===== src/rtl/matrix_seq_if.sv =====
// matrix_seq_if: command, memory-port, ALU and status signals of the matrix sequencer.
// The sequencer itself uses the slave view; the front end / environment uses master.
interface matrix_seq_if #(
  parameter int ELEM_W = 16,
  parameter int ELEMS  = 16,
  parameter int ADDR_W = 12
);
  logic                    cmd_valid;
  logic                    cmd_ready;
  logic [3:0]              cmd_op;
  logic [ADDR_W-1:0]       cmd_src_a;
  logic [ADDR_W-1:0]       cmd_src_b;
  logic [ADDR_W-1:0]       cmd_dst;
  logic                    mem_req;
  logic                    mem_we;
  logic [ADDR_W-1:0]       mem_addr;
  logic [ELEM_W-1:0]       mem_wdata;
  logic [ELEM_W-1:0]       mem_rdata;
  logic [ELEMS*ELEM_W-1:0] alu_matrixa;
  logic [ELEMS*ELEM_W-1:0] alu_matrixb;
  logic [3:0]              alu_op;
  logic [ELEMS*ELEM_W-1:0] alu_matrixc;
  logic                    busy;
  logic                    done;

  modport slave (
    input  cmd_valid, cmd_op, cmd_src_a, cmd_src_b, cmd_dst, mem_rdata, alu_matrixc,
    output cmd_ready, mem_req, mem_we, mem_addr, mem_wdata,
           alu_matrixa, alu_matrixb, alu_op, busy, done
  );

  modport master (
    output cmd_valid, cmd_op, cmd_src_a, cmd_src_b, cmd_dst, mem_rdata, alu_matrixc,
    input  cmd_ready, mem_req, mem_we, mem_addr, mem_wdata,
           alu_matrixa, alu_matrixb, alu_op, busy, done
  );
endinterface


===== src/rtl/matrix_seq.sv =====
// matrix_seq: command sequencer for the matrix ALU. Loads operand matrices A and B
// word by word from local memory, presents them to the ALU, captures the result and
// stores it back. Sole owner of the operand/result memory port.
// Optional feature macro: MATRIX_SEQ_FWD_EN -- when defined, the last result is kept
// and a command whose src_a equals the previous dst skips loading A.
module matrix_seq #(
  parameter int ELEM_W  = 16,
  parameter int ELEMS   = 16,
  parameter int ADDR_W  = 12,
  parameter int ALU_LAT = 1
) (
  input  logic         clk,
  input  logic         rst,
  matrix_seq_if.slave  bus
);
  localparam int IDX_W = $clog2(ELEMS);
  localparam int CNT_W = 8;
  localparam logic [CNT_W-1:0] LAST_ELEM = CNT_W'(ELEMS - 1);
  localparam logic [CNT_W-1:0] LAST_EXEC = CNT_W'(ALU_LAT);

  typedef enum logic [2:0] {
    IDLE,
    LOAD_A,
    LOAD_B,
    EXEC,
    STORE,
    DONE
  } state_t;

  state_t state;
  state_t state_n;

  logic [CNT_W-1:0]             cnt;
  logic [IDX_W-1:0]             idx;
  logic [ADDR_W-1:0]            src_a_q;
  logic [ADDR_W-1:0]            src_b_q;
  logic [ADDR_W-1:0]            dst_q;
  logic [ELEMS-1:0][ELEM_W-1:0] mata;
  logic [ELEMS-1:0][ELEM_W-1:0] matb;
  logic [ELEMS-1:0][ELEM_W-1:0] result;
  logic [3:0]                   alu_op_q;
  logic                         pend;
  logic                         pend_b;
  logic [IDX_W-1:0]             pend_idx;
  logic                         cmd_ready;
  logic                         accept;
  logic                         fwd_hit;
  logic                         mem_req;
  logic                         mem_we;
  logic [ADDR_W-1:0]            mem_addr;
  logic [ELEM_W-1:0]            mem_wdata;

  assign idx       = cnt[IDX_W-1:0];
  assign cmd_ready = (state == IDLE) && rst;
  assign accept    = bus.cmd_valid && cmd_ready;

  assign bus.cmd_ready   = cmd_ready;
  assign bus.mem_req     = mem_req;
  assign bus.mem_we      = mem_we;
  assign bus.mem_addr    = mem_addr;
  assign bus.mem_wdata   = mem_wdata;
  assign bus.alu_matrixa = mata;
  assign bus.alu_matrixb = matb;
  assign bus.alu_op      = alu_op_q;
  assign bus.busy        = (state != IDLE) && (state != DONE);
  assign bus.done        = (state == DONE);

`ifdef MATRIX_SEQ_FWD_EN
  logic              fwd_valid;
  logic [ADDR_W-1:0] fwd_dst;

  assign fwd_hit = fwd_valid && (bus.cmd_src_a == fwd_dst) && (bus.cmd_op != 4'h0);

  // Remember where the last completed result went; a NOP invalidates it
  always_ff @(posedge clk or negedge rst) begin
    if (!rst) begin
      fwd_valid <= 1'b0;
      fwd_dst   <= '0;
    end else if (accept && (bus.cmd_op == 4'h0)) begin
      fwd_valid <= 1'b0;
    end else if ((state == STORE) && (state_n == DONE)) begin
      fwd_valid <= 1'b1;
      fwd_dst   <= dst_q;
    end
  end
`else
  assign fwd_hit = 1'b0;
`endif

  // State register; reset aborts any command in flight immediately
  always_ff @(posedge clk or negedge rst) begin
    if (!rst) begin
      state <= IDLE;
    end else begin
      state <= state_n;
    end
  end

  // Next-state and memory-port drive; memory outputs are idle outside LOAD/STORE
  always_comb begin
    state_n   = state;
    mem_req   = 1'b0;
    mem_we    = 1'b0;
    mem_addr  = '0;
    mem_wdata = '0;
    case (state)
      IDLE: begin
        if (accept) begin
          if (bus.cmd_op == 4'h0) begin
            state_n = DONE;
          end else if (fwd_hit) begin
            state_n = LOAD_B;
          end else begin
            state_n = LOAD_A;
          end
        end
      end
      LOAD_A: begin
        mem_req  = 1'b1;
        mem_addr = src_a_q + ADDR_W'(cnt);
        if (cnt == LAST_ELEM) begin
          state_n = LOAD_B;
        end
      end
      LOAD_B: begin
        mem_req  = 1'b1;
        mem_addr = src_b_q + ADDR_W'(cnt);
        if (cnt == LAST_ELEM) begin
          state_n = EXEC;
        end
      end
      EXEC: begin
        if (cnt == LAST_EXEC) begin
          state_n = STORE;
        end
      end
      STORE: begin
        mem_req   = 1'b1;
        mem_we    = 1'b1;
        mem_addr  = dst_q + ADDR_W'(cnt);
        mem_wdata = result[idx];
        if (cnt == LAST_ELEM) begin
          state_n = DONE;
        end
      end
      DONE: begin
        state_n = IDLE;
      end
      default: begin
        state_n = IDLE;
      end
    endcase
  end

  // Per-state beat counter, restarted on every state change
  always_ff @(posedge clk or negedge rst) begin
    if (!rst) begin
      cnt <= '0;
    end else if (state_n != state) begin
      cnt <= '0;
    end else if (state != IDLE) begin
      cnt <= cnt + 1'b1;
    end
  end

  // Command latch, operand capture one cycle behind each read, and result capture
  always_ff @(posedge clk or negedge rst) begin
    if (!rst) begin
      src_a_q  <= '0;
      src_b_q  <= '0;
      dst_q    <= '0;
      alu_op_q <= '0;
      mata     <= '0;
      matb     <= '0;
      result   <= '0;
      pend     <= 1'b0;
      pend_b   <= 1'b0;
      pend_idx <= '0;
    end else begin
      pend <= 1'b0;
      if (accept) begin
        src_a_q <= bus.cmd_src_a;
        src_b_q <= bus.cmd_src_b;
        dst_q   <= bus.cmd_dst;
        if (bus.cmd_op != 4'h0) begin
          alu_op_q <= bus.cmd_op;
        end
        if (fwd_hit) begin
          mata <= result;
        end
      end
      if ((state == LOAD_A) || (state == LOAD_B)) begin
        pend     <= 1'b1;
        pend_b   <= (state == LOAD_B);
        pend_idx <= idx;
      end
      if (pend) begin
        if (pend_b) begin
          matb[pend_idx] <= bus.mem_rdata;
        end else begin
          mata[pend_idx] <= bus.mem_rdata;
        end
      end
      if ((state == EXEC) && (cnt == LAST_EXEC)) begin
        result <= bus.alu_matrixc;
      end
    end
  end
endmodule


===== src/flat_wrapper.sv =====
// flat-port wrapper written by rule: the top's interface ports become plain ports
module matrix_seq_flat 
#(
  parameter int ELEM_W  = 16,
  parameter int ELEMS   = 16,
  parameter int ADDR_W  = 12,
  parameter int ALU_LAT = 1
)
  (clk, rst, bus_cmd_valid, bus_cmd_op, bus_cmd_src_a, bus_cmd_src_b, bus_cmd_dst, bus_mem_rdata, bus_alu_matrixc, bus_cmd_ready, bus_mem_req, bus_mem_we, bus_mem_addr, bus_mem_wdata, bus_alu_matrixa, bus_alu_matrixb, bus_alu_op, bus_busy, bus_done);
  matrix_seq_if #(.ELEM_W(ELEM_W), .ELEMS(ELEMS), .ADDR_W(ADDR_W)) bus_i ();
  input  logic clk;
  input  logic rst;
  input wire logic [$bits(bus_i.cmd_valid)-1:0] bus_cmd_valid;
  input wire logic [$bits(bus_i.cmd_op)-1:0] bus_cmd_op;
  input wire logic [$bits(bus_i.cmd_src_a)-1:0] bus_cmd_src_a;
  input wire logic [$bits(bus_i.cmd_src_b)-1:0] bus_cmd_src_b;
  input wire logic [$bits(bus_i.cmd_dst)-1:0] bus_cmd_dst;
  input wire logic [$bits(bus_i.mem_rdata)-1:0] bus_mem_rdata;
  input wire logic [$bits(bus_i.alu_matrixc)-1:0] bus_alu_matrixc;
  output wire logic [$bits(bus_i.cmd_ready)-1:0] bus_cmd_ready;
  output wire logic [$bits(bus_i.mem_req)-1:0] bus_mem_req;
  output wire logic [$bits(bus_i.mem_we)-1:0] bus_mem_we;
  output wire logic [$bits(bus_i.mem_addr)-1:0] bus_mem_addr;
  output wire logic [$bits(bus_i.mem_wdata)-1:0] bus_mem_wdata;
  output wire logic [$bits(bus_i.alu_matrixa)-1:0] bus_alu_matrixa;
  output wire logic [$bits(bus_i.alu_matrixb)-1:0] bus_alu_matrixb;
  output wire logic [$bits(bus_i.alu_op)-1:0] bus_alu_op;
  output wire logic [$bits(bus_i.busy)-1:0] bus_busy;
  output wire logic [$bits(bus_i.done)-1:0] bus_done;
  assign bus_i.cmd_valid = bus_cmd_valid;
  assign bus_i.cmd_op = bus_cmd_op;
  assign bus_i.cmd_src_a = bus_cmd_src_a;
  assign bus_i.cmd_src_b = bus_cmd_src_b;
  assign bus_i.cmd_dst = bus_cmd_dst;
  assign bus_i.mem_rdata = bus_mem_rdata;
  assign bus_i.alu_matrixc = bus_alu_matrixc;
  assign bus_cmd_ready = bus_i.cmd_ready;
  assign bus_mem_req = bus_i.mem_req;
  assign bus_mem_we = bus_i.mem_we;
  assign bus_mem_addr = bus_i.mem_addr;
  assign bus_mem_wdata = bus_i.mem_wdata;
  assign bus_alu_matrixa = bus_i.alu_matrixa;
  assign bus_alu_matrixb = bus_i.alu_matrixb;
  assign bus_alu_op = bus_i.alu_op;
  assign bus_busy = bus_i.busy;
  assign bus_done = bus_i.done;
  matrix_seq #(.ELEM_W(ELEM_W), .ELEMS(ELEMS), .ADDR_W(ADDR_W), .ALU_LAT(ALU_LAT)) u_core (.clk(clk), .rst(rst), .bus(bus_i));
endmodule

===== config.mk =====
export PLATFORM = sky130hd
export DESIGN_NAME = matrix_seq_flat
export DESIGN_NICKNAME = d
export VERILOG_FILES = /design/src/rtl/matrix_seq_if.sv /design/src/rtl/matrix_seq.sv /design/src/flat_wrapper.sv
export SDC_FILE = /design/constraint.sdc
export NUM_CORES = 1
export LEC_CHECK = 0
export CORE_AREA = 2 2 336 338
export CTS_CLUSTER_SIZE = 10
export DETAILED_ROUTE_END_ITERATION = 12
export DIE_AREA = 0 0 338 340
export GPL_TIMING_DRIVEN = 0
export SLEW_MARGIN = 10
export SYNTH_ARGS = -nofsm -noshare
export SYNTH_HDL_FRONTEND = slang
export SYNTH_SLANG_ARGS = --single-unit

===== constraint.sdc =====
create_clock -name clk -period 4.2 [get_ports clk]
set_clock_uncertainty 0.15 [all_clocks]
set_input_delay 0.84 -clock clk [delete_from_list [all_inputs] [get_ports clk]]
set_output_delay 0.84 -clock clk [all_outputs]
set_load 0.03 [all_outputs]

==> Word level (Yosys, flattened, before mapping) <==
Index checks and enable logic that the tools add are counted.
W data, S select, Z words.
{ "word_totals": {"inputBits": 315, "regBits": 825, "wordCells": 109} }
{ "op_classes": {"reduce_logical": 15, "n_eq_ne": 9, "n_mux": 20, "bitwise": 1, "n_lt_le_gt_ge": 3, "n_addsub": 4} }
{ "ops": {"columns": ["operator", "count"], "rows": [
  ["$bwmux W256", 2],
  ["$bmux W16 S4", 1],
  ["$demux W16 S4", 1],
  ["$mux W16", 3],
  ["$add A12 B8 Y12", 3],
  ["$pmux W12 S3", 1],
  ["$mux W3", 6],
  ["$mux W8", 2],
  ["$pmux W3 S5", 1],
  ["$lt A4 B5 Y1 const B", 2],
  ["$add A8 B1 Y8 const B", 1],
  ["$eq A8 B1 Y1 const B", 1],
  ["$eq A8 B4 Y1 const B", 1],
  ["$eq A3 B2 Y1 const B", 2],
  ["$eq A3 B3 Y1 const B", 2],
  ["$reduce_and A2 Y1", 3],
  ["$logic_and A1 B1 Y1", 5],
  ["$ge A4 B1 Y1 const B", 1],
  ["$logic_not A4 Y1", 1],
  ["$reduce_bool A4 Y1", 1],
  ["$eq A3 B1 Y1 const B", 1],
  ["$logic_not A3 Y1", 1],
  ["$mux W1", 3],
  ["$ne A3 B3 Y1", 1],
  ["other kinds (6)", 6]
]} }

==> Longest topological paths before layout <==
{ "depth": {"word_depth": 7, "depth_mapped": 15, "depth_no_buf": 13} }

==> Worst setup path after synthesis <==
No wires, ideal clock.
{ "synth_path": {"path_kind": "register to output", "start": "register u_core.state[1]", "end": "output port bus_mem_addr[8]", "path_stages_with_launch": 14, "t_required_ns": 3.210, "arrival_ns": 3.285, "setup_slack_ns": -0.075, "cell_sequence": "dfrtp_1 buf_2 nand2b_1 clkbuf_1 o22ai_1 a21oi_1 ha_1 inv_1 fa_1 nor2b_1 o211ai_1 a211o_1 nand3_1 nor3b_1"} }
{ "synth_between": {"elab_chain_len": 2, "word_cells_on_any_way": 4, "classes_between": "eq/ne: 3; mux: 1"} }
{ "synth_lines": {"columns": ["element", "line_no", "text"], "rows": [
  ["from (decl)", "matrix_seq.sv:30", "state_t state;"],
  ["from (signal assigned)", "matrix_seq.sv:95", "state <= state_n;"],
  ["$eq A3 B3 Y1 (tied with other cells)", "matrix_seq.sv:106", "case (state)"],
  ["$pmux W12 S3 *", "matrix_seq.sv:106", null],
  ["to (decl)", "flat_wrapper.sv:23", "output wire logic [$bits(bus_i.mem_addr)-1:0] bus_mem_addr;"]
]} }
Every way passes the cells marked *; elsewhere a longest branch is shown, timed or not.

==> Final worst setup path <==
{ "layout_path": {"start": "register u_core.state[2]", "end": "output port bus_mem_addr[10]"} }
Same word-level chain as after synthesis.

==> flow_metrics.py <==
metrics = {
    "outcome": {
        "status": "finished, violations left",
        "violated_checks": "setup timing",
    },
    "min_path": {
        "hold_path.class": "input port to asynchronous set/reset pin",
    },
    "sta": {
        "rsz0062_at_grt": "true",
        "period_needed_ns": 4.65,
        "count_of_pins_over_their_slew_limit": 0,
        "timing.setup.tns_ns": -1.64,
        "report.final.hold_viol_count": 0,
        "maxSlewHeadroom": 0.155,
        "setup_violations": 6,
        "worst_pin_slew_ns": 1.26,
        "fmax_mhz": 215,
        "setup_slack_ns": -0.446,
        "final.period_utilization": 1.11,
    },
    "critical_path": {
        "cp_arrival_ns": 3.66,
        "cp-start-kind": "register",
        "startpoint": "u_core.state[2]",
        "worst-setup-path-type": "register to output port",
        "source_of_the_worst_register_to_register_timing_path": "u_core.pend_idx[3]",
        "critical_path.reg2reg.endpoint": "u_core.bus.alu_matrixb[91]",
        "critical_path.endpoint": "bus_mem_addr[10]",
        "timing.critical_path.to_type": "output port",
        "worst-r2r-cell-count": 5,
        "worst-endpoint-required_ns": 3.21,
        "worst-r2r-setup-slack_ns": 1.05,
        "worst-path-max-fanout": 6,
    },
    "route": {
        "met2RoutedLength_microns": 61300,
        "met1_length_microns": 45600,
        "top_layer": "met5",
        "drtPass1Iterations": 5,
        "route.final.wire_length_microns": 121000,
        "drc": 0,
        "wl_per_cell_microns": 26.0,
        "via_count": 21800,
        "detail_route.vias_per_cell": 4.71,
        "met3RoutedLength_microns": 10400,
        "initialDrtViolationCount": 874,
        "final_antenna_net_count": 0,
    },
    "final_layout": {
        "post_route_cells_drive_above_1_share": 0.313,
        "final_cell_count_no_fill": 4639,
        "layout-area-overhead-vs-synth_pct": 41.7,
        "final_net_count": 3420,
    },
    "placed_design": {
        "place.detailed.instances": 4472,
        "dp_hpwl_microns": 92400,
        "worst_slack_after_detailed_placement_ns": -1.46,
        "number_of_buffers_added_on_ports": 863,
        "gp_congestion": 0.803,
    },
    "synth": {
        "edff_count_synth": 0,
        "synth_compound_area_frac": 0.0112,
        "post-synth-top-area-cell": "sky130_fd_sc_hd__dfrtp_1",
        "combinational_family_with_the_most_area_after_synthesis": "multiplexers",
        "most_used_dff_post_synth": "sky130_fd_sc_hd__dfrtp_1",
        "synth_xor_area_frac": 0.00415,
        "async_reset_ff_frac": 1.00,
        "synth_nets": 2424,
        "synth.distinct_cells": 48,
        "yosysWarningCount": 0,
        "ys_top_cells_by_count": "sky130_fd_sc_hd__dfrtp_1, sky130_fd_sc_hd__mux2_2, sky130_fd_sc_hd__mux2_1, sky130_fd_sc_hd__mux4_2, sky130_fd_sc_hd__clkbuf_1",
        "mappedNetlistArea_sq_mm": 0.0337,
        "post_synth.cell_area_avg_sq_um": 16.1,
        "synth_seq_area_share": 0.612,
        "synthSimpleGateAreaFrac": 0.0214,
        "synth_mux_area_frac": 0.323,
        "yosysTopAreaCellShare": 0.612,
        "synth-adder-area-share": 0.00430,
        "synth_most_common_cell": "sky130_fd_sc_hd__dfrtp_1",
        "synthesis.instances": 2098,
        "post_synthesis_sequential_element_count": 825,
        "ys_top_cells_by_area": "sky130_fd_sc_hd__dfrtp_1, sky130_fd_sc_hd__mux2_2, sky130_fd_sc_hd__mux2_1",
    },
    "power": {
        "power_w": 0.0338,
        "ir_drop_v": 0.000323,
        "cellPowerDensity_mw_per_mm2": 706,
        "power_leakage_nw": 20.2,
    },
    "floorplanning": {
        "chipWidth_microns": 338,
        "row_count": 123,
        "design.die.area_sq_mm": 0.115,
        "design.portCount": 864,
        "core_box_area_sq_mm": 0.112,
        "start_util": 0.302,
        "die_y_microns": 340,
    },
    "global_routing": {
        "gr-usage-all-layers": 0.207,
        "grt_pass1_vias": 23000,
        "grt_pass1_wl_microns": 171000,
        "grt_start_max_net_pins": 105,
        "antenna_found_initial": 30,
        "grt_overflow": 0,
    },
    "clock_network": {
        "cts_tree": "yes",
        "insertion_delay_ns": 0.66,
        "clock-sinks": 825,
        "clkTransAtPathRegs_ns": 0.05,
        "cts-buffers-inserted": 97,
        "ctsLongestPathBuffers": 3,
        "cts-htree-levels": 3,
        "cts.root.buffer_cell": "sky130_fd_sc_hd__clkbuf_16",
    },
    "flow_run": {
        "max_cap_viols": 0,
    },
}
-- worst max-delay path, stage by stage, from the launching register on --
cell and delay, ns:
sky130_fd_sc_hd__dfrtp_1 0.37, sky130_fd_sc_hd__buf_6 0.13, sky130_fd_sc_hd__nand2b_4 0.17, sky130_fd_sc_hd__a21oi_4 0.17, sky130_fd_sc_hd__buf_6 0.14, sky130_fd_sc_hd__buf_4 0.13
sky130_fd_sc_hd__o22a_1 0.19, sky130_fd_sc_hd__inv_1 0.08, sky130_fd_sc_hd__fa_2 0.36, sky130_fd_sc_hd__nor2b_2 0.14, sky130_fd_sc_hd__o211ai_1 0.12, sky130_fd_sc_hd__a211o_1 0.35
sky130_fd_sc_hd__a211oi_2 0.21, sky130_fd_sc_hd__xor2_1 0.22, sky130_fd_sc_hd__nor2_2 0.08, sky130_fd_sc_hd__buf_6 0.14
-- report_power, final --
| part | total (W) | switching (W) | internal (W) | leakage (nW) |
|---|---|---|---|---|
| clock | 0.00779 | 0.00331 | 0.00448 | 1.37 |
| combinational | 0.0138 | 0.00727 | 0.00648 | 8.72 |
| sequential | 0.0122 | 0.00145 | 0.0108 | 10.1 |
-- cell type report --
| type | instances | area (sq um) |
|---|---|---|
| diodes | 15 | 37.5 |
| well taps | 1500 | 1880 |
| plain buffers | 151 | 921 |
| clock buffers | 120 | 2640 |
| repair buffers | 899 | 9060 |
| fillers | 10300 | 63800 |
| multi-input cells | 1112 | 12400 |
| flip-flops and latches | 825 | 20600 |
| clock inverters | 9 | 164 |
| inverters | 8 | 37.5 |
-- kinds of logic (layout without fill, tap and decap cells) --
family / count (synthesis) / after routing
buffers and inverters: 161 / 1187
multiplexers: 888 / 888
AND/OR/NAND/NOR: 139 / 139
flip-flops: 825 / 825
other: 0 / 15
AO/OA/AOI/OAI: 58 / 58
XOR/XNOR: 16 / 16
adder cells (fa/ha/maj): 11 / 11
-- how the worst min path moves through the flow --
stage / start / end / slack [ns]
3_5_place_dp: u_core.result[52] / u_core.result[52] / 0.33
3_3_place_gp: u_core.result[103] / u_core.result[103] / 0.32
4_1_cts: rst / u_core.result[136] / 0.04
6_report: rst / u_core.result[136] / 0.05
5_1_grt: rst / u_core.result[136] / 0.06
2_1_floorplan: u_core.result[100] / u_core.result[100] / 0.31
-- cell usage in the layout, fill, tap and decap left out, drive strengths merged, types with 6 or more instances in the layout --
cell type      instances
mux4                  80
clkbuf               199
a21oi                 17
o21ai                  8
nand2                 24
ha                    10
and2                  18
nor2b                  6
nor2                  49
o22ai                 11
mux2                 808
clkdlybuf4s15          7
inv                    8
diode                 15
buf                  128
nand2b                 9
xor2                  11
dfrtp                825
nand3                 11
clkdlybuf4s50        835
-- layer usage --
metal	vias to the layer above	track usage
li1	9538	-
met3	186	0.0698
met5	-	0
met2	710	0.366
met4	32	0.0578
met1	11400	0.237
-- sequential cells by signal, indices dropped and copies added, names as in the netlist --
register,count
u_core.bus.alu_matrixa,256
u_core.bus.alu_matrixb,256
u_core.bus.alu_op,4
u_core.cnt,8
u_core.dst_q,12
u_core.pend,1
u_core.pend_b,1
u_core.pend_idx,4
u_core.result,256
u_core.src_a_q,12
u_core.src_b_q,12
u_core.state,3
-- timing repair --
item,4_1_cts,5_1_grt
pin swaps,14,11
resized for setup,173,30
hold endpoints to repair,90,0
setup endpoints to repair,100,19
buffers inserted,13,10
hold buffers,2,0
-- per-stage QoR --
stage               utilization  area (sq um)  hold WS (ns)
floorplan                     -         33800         0.309
detailed placement        0.399         44600         0.327
global placement          0.397         44300         0.318
global route              0.428         47800        0.0618
CTS                       0.428         47700        0.0367
finish                    0.428         47800        0.0468
Power figures use the tool's default switching activity.
